### config.mk
export PLATFORM = sky130hd
export DESIGN_NAME = cdc_event_scheduler
export DESIGN_NICKNAME = d
export VERILOG_FILES = /design/src/rtl/cdc_event_scheduler.sv
export SDC_FILE = /design/constraint.sdc
export NUM_CORES = 1
export LEC_CHECK = 0
export ABC_AREA = 1
export CAP_MARGIN = 20
export CELL_PAD_IN_SITES_DETAIL_PLACEMENT = 1
export CELL_PAD_IN_SITES_GLOBAL_PLACEMENT = 1
export CORE_MARGIN = 4
export CORE_UTILIZATION = 41
export CTS_CLUSTER_DIAMETER = 150
export DETAILED_ROUTE_END_ITERATION = 12
export PLACE_DENSITY_LB_ADDON = 0.1
export SYNTH_ARGS = -nofsm -noshare
export SYNTH_HDL_FRONTEND = slang
export SYNTH_SLANG_ARGS = --single-unit
### constraint.sdc
create_clock -name clk -period 2.1 [get_ports clk]
set_input_delay 0.525 -clock clk [delete_from_list [all_inputs] [get_ports clk]]
set_output_delay 0.525 -clock clk [all_outputs]
set_load 0.05 [all_outputs]
### src/rtl/cdc_event_scheduler.sv
// -----------------------------------------------------------------------------
// cdc_event_scheduler
//
// Shares one stretched-pulse flag crossing among NUM_REQ single-cycle event
// sources that all live in the source clock domain.
//
// Each incoming event is latched as pending. Pending events are granted in
// round-robin order. A grant emits a one-cycle flag pulse together with a
// stable event ID. After each grant the block waits out a holdoff window.
// The window is long enough that the crossing's 8-cycle stretch, plus the
// destination synchroniser, sees every pulse as a separate event.
//
// Ports
//   clk          : source-domain clock
//   reset_n      : asynchronous, active-low reset
//   enable       : 1 allows new grants; pending keeps accumulating when 0
//   req_in       : one-cycle event pulse per requester
//   overflow_clr : clears all sticky overflow bits
//   flag_out     : one-cycle pulse into the crossing channel
//   id_out       : index of the last granted requester, held between grants
//   busy         : high while a grant is being issued or in holdoff
//   pending_out  : registered pending vector
//   overflow     : sticky; an event arrived while its pending bit was set
// -----------------------------------------------------------------------------
module cdc_event_scheduler #(
    parameter int NUM_REQ        = 4,
    parameter int ID_WIDTH       = 2,
    parameter int HOLDOFF_CYCLES = 12
) (
    input  logic                clk,
    input  logic                reset_n,
    input  logic                enable,
    input  logic [NUM_REQ-1:0]  req_in,
    input  logic                overflow_clr,
    output logic                flag_out,
    output logic [ID_WIDTH-1:0] id_out,
    output logic                busy,
    output logic [NUM_REQ-1:0]  pending_out,
    output logic [NUM_REQ-1:0]  overflow
);

    typedef enum logic [1:0] {
        ST_IDLE    = 2'd0,
        ST_ISSUE   = 2'd1,
        ST_HOLDOFF = 2'd2
    } state_e;

    state_e                state_q, state_d;
    logic                  flag_q, flag_d;
    logic [ID_WIDTH-1:0]   id_q, id_d;
    logic [ID_WIDTH-1:0]   last_q, last_d;
    logic [NUM_REQ-1:0]    pend_q, pend_d;
    logic [NUM_REQ-1:0]    ovf_q, ovf_d;
    logic [7:0]            cnt_q, cnt_d;

    // Round-robin search results
    logic                  hi_vld;
    logic [ID_WIDTH-1:0]   hi_idx;
    logic                  lo_vld;
    logic [ID_WIDTH-1:0]   lo_idx;
    logic [ID_WIDTH-1:0]   win_idx;
    logic                  do_grant;
    logic [NUM_REQ-1:0]    grant_vec;

    // The rotating priority search is split into two parts:
    // - the lowest pending index strictly above last_q (hi), and
    // - the lowest pending index overall (lo), used when nothing lies above last_q.
    // Scanning downward lets the last hit be the lowest index.
    always_comb begin
        hi_vld = 1'b0;
        hi_idx = '0;
        lo_vld = 1'b0;
        lo_idx = '0;
        for (int i = NUM_REQ - 1; i >= 0; i--) begin
            if (pend_q[i]) begin
                lo_vld = 1'b1;
                lo_idx = ID_WIDTH'(i);
                if (i > int'(last_q)) begin
                    hi_vld = 1'b1;
                    hi_idx = ID_WIDTH'(i);
                end
            end
        end
    end

    assign win_idx  = hi_vld ? hi_idx : lo_idx;
    assign do_grant = (state_q == ST_IDLE) && enable && lo_vld;

    always_comb begin
        grant_vec = '0;
        for (int i = 0; i < NUM_REQ; i++) begin
            grant_vec[i] = do_grant && (win_idx == ID_WIDTH'(i));
        end
    end

    // Pending and overflow. A request that lands on its own grant edge is
    // kept as a fresh event. It is not counted as lost.
    always_comb begin
        pend_d = (pend_q & ~grant_vec) | req_in;
        ovf_d  = (overflow_clr ? '0 : ovf_q) | (req_in & pend_q & ~grant_vec);
    end

    always_comb begin
        state_d = state_q;
        flag_d  = 1'b0;
        id_d    = id_q;
        last_d  = last_q;
        cnt_d   = cnt_q;
        unique case (state_q)
            ST_IDLE: begin
                if (do_grant) begin
                    flag_d  = 1'b1;
                    id_d    = win_idx;
                    last_d  = win_idx;
                    state_d = ST_ISSUE;
                end
            end
            ST_ISSUE: begin
                cnt_d   = 8'(HOLDOFF_CYCLES - 1);
                state_d = ST_HOLDOFF;
            end
            ST_HOLDOFF: begin
                if (cnt_q == 8'd0) begin
                    state_d = ST_IDLE;
                end else begin
                    cnt_d = cnt_q - 8'd1;
                end
            end
            default: begin
                state_d = ST_IDLE;
            end
        endcase
    end

    always_ff @(posedge clk or negedge reset_n) begin
        if (!reset_n) begin
            state_q <= ST_IDLE;
            flag_q  <= 1'b0;
            id_q    <= '0;
            last_q  <= ID_WIDTH'(NUM_REQ - 1);
            pend_q  <= '0;
            ovf_q   <= '0;
            cnt_q   <= 8'd0;
        end else begin
            state_q <= state_d;
            flag_q  <= flag_d;
            id_q    <= id_d;
            last_q  <= last_d;
            pend_q  <= pend_d;
            ovf_q   <= ovf_d;
            cnt_q   <= cnt_d;
        end
    end

    assign flag_out    = flag_q;
    assign id_out      = id_q;
    assign busy        = (state_q != ST_IDLE);
    assign pending_out = pend_q;
    assign overflow    = ovf_q;

endmodule

==> metrics <==
status=finished, final reports clean; VDD IR max=0.674 mV; Post-synth top cells=nand2_1, inv_1, dfrtp_1; largest net degree at the start of global routing=24; die height=63.6 um; CP arrival=1.53 ns; CTS tree=done; # H-tree levels=1; placed cells=209; worst setup path class=reg -> out; area leader, netlist=dfrtp_1; met3 usage=3.02%; die width=63.6 um; Slew headroom=66.6%; Fin. Hold Viols=0; synthesized flop and latch total=23; fmax=488 MHz; share of cells above drive strength 1=18.1%; vias post-DR=1076; core area=0.00285 mm2; Yosys warnings=0; Core Rows=19; Pwr per Cell Area=1560 mW/mm2; Worst Tran Pin Value=0.500 ns; CP top delay family=buffers and inverters; vias in the first global route=1147; Port Buffers=19; wire per inst=13.4 um; # DRC=0; final setup fails=0; Via-to-Cell Ratio=5.05; Final TNS setup=0 ns; ys async rst share=100%; routed wire length=2.86 mm; Hold Crit Start=overflow[2]; antenna cells=0; Hold Path Class=reg -> reg; final clock skew=0.00437 ns; clk root buf=clkbuf_4; Clock Pin Slew Worst Setup and Hold Paths=0.13 ns; antenna violations before repair=0; slowest cell delay on critical path=0.81 ns; CP max stage cell=clkdlybuf4s50_1; minimum clock period=2.05 ns; Final Non-Filler Cells=213; Post-CTS Hold Fix Bufs=0; Syn Nets=168; RR Startpoint=last_q[1]; met1 usage=20.4%; clk buf depth=2; met2 usage=26.5%; leakage power=0.796 nW; WP data required=1.57 ns; reg-to-reg endpoint=pending_out[1]; first-pass GRT wire length=5.11 mm; count leader, synth=nand2_1; distinct cell type count after synthesis=25; fillers=357; I/O pin cnt=20; syn_area_per_cell=8.01 um2; Syn-to-layout area delta=19.9%; Final #Nets=193; top_reg_cell synth=dfrtp_1; hold worst-path end=overflow[2]; layer with the highest usage=met2; TritonRoute pass-1 iters=3; Syn Inst Count=158; MaxCap Viol Count=0; share of the synthesized area in the top cell type=41.5%; hold path cells=2; Setup Fix Bufs, Post-CTS=0; Tot GR Track Use=15.7%; CTS Sinks=23; CTS Buf Count=3; GPL Wtd Cong=0.795; startpoint types=flip-flop; overflow left after global routing=0; register-to-register setup slack=0.68 ns; EDFF count, synth=0; crit-path cells=clkdlybuf4s50_1; full die area=0.00404 mm2; WP buf/inv=1; register area share after synthesis=45.7%; Setup crit end kind=output pin; Initial DRC Count=14; worst reg-to-reg path cell count=7; post-CTS sizing=0; Post-Syn Area=0.00127 mm2; fin. max-slew vios=0; worst-path maximum fanout=2; unrepaired setup endpoints after global routing=no; Worst-Skew Late Latency=0.32 ns; leading post-synthesis cells by cell area=dfrtp_1, nand2_1, inv_1; Antenna Nets Post-Route=0; Initial Utilization=44.4%; fin crit share=97.6%; HPWL Detailed=2.22 mm
metal layers:
| metal | part of all wire [%] | routed length, um |
|---|---|---|
| met1 | 48 | 1380 |
| met2 | 48 | 1360 |
| met3 | 3.1 | 88 |
| met4 | 0.94 | 27 |
| met5 | 0 | 0 |
logic make-up (layout without fill, tap and decap cells):
logic type | after synthesis | after routing | synth area share, %
AOI/OAI and AO/OA | 14 | 14 | 7.90
buffers and inverters | 30 | 54 | 9.49
DFF | 23 | 23 | 45.7
xor gates and xnor gates | 4 | 4 | 2.77
adders and majority gates | 2 | 2 | 1.98
and+or+nand+nor | 85 | 85 | 32.2
final cells by class:
class,count,area (um2),share of cell area (%)
Inverter,29,109,7.17
Clock buffer,4,26.3,1.73
Multi-Input combinational cell,105,568,37.4
Timing Repair Buffer,21,198,13.0
Tap cell,31,38.8,2.56
Sequential cell,23,578,38.1
flip-flops by register name, summed over array words and instances (netlist names):
signal,cells
id_out,2
state_q,2
pending_out,4
cnt_q,8
overflow,4
last_q,2
flag_out,1
power breakdown:
group	internal, W	switching, W
Clock	0.0000744	0.000141
Combinational	0.000450	0.000946
Sequential	0.000619	0.000130
Total	0.00114	0.00122
cells in the final DEF, fill, tap and decap left out:
cell type and count:
inv_2 3, xor2_1 3, a31oi_1 1, o21ai_0 5, nor2_4 1, nand2_2 3
nor2_2 5, nand2_1 46, o21ai_2 1, nand3_2 4, dfrtp_1 21, nand4_1 2
nor2_1 11, a31oi_2 1, o22ai_2 2, clkdlybuf4s50_1 14, inv_1 26, o21ai_1 3
buf_4 6, o21bai_1 1, dlymetal6s2s_1 1, xnor2_1 1, clkbuf_4 3, nand2_4 2
ha_1 2, clkbuf_1 1, nand3b_1 1, nand3_1 10, dfstp_2 2
stage by stage:
step	power, W	hold slack, ns	util (%)	instance area (um2)	setup slack [ns]
final	0.00236	0.495	53.2	1520	0.0496
after global routing	0.00256	0.543	53.2	1520	0.000490
after CTS	0.00239	0.501	53.1	1520	0.0150
after detailed placement	0.00216	0.464	52.2	1490	0.297
after global placement	0.00210	0.462	52.2	1490	0.331
after floorplan	0.00178	0.229	-	1270	0.590
how the worst max path moves through the flow:
stage / startpoint / endpoint / cells after the start
3_5_place_dp: enable / overflow[3] / 7
5_1_grt: overflow[3] / overflow[3] / 1
6_report: overflow[3] / overflow[3] / 1
2_1_floorplan: pending_out[1] / pending_out[1] / 6
3_3_place_gp: enable / pending_out[3] / 7
4_1_cts: pending_out[0] / pending_out[0] / 1
Power figures use the tool's default switching activity.
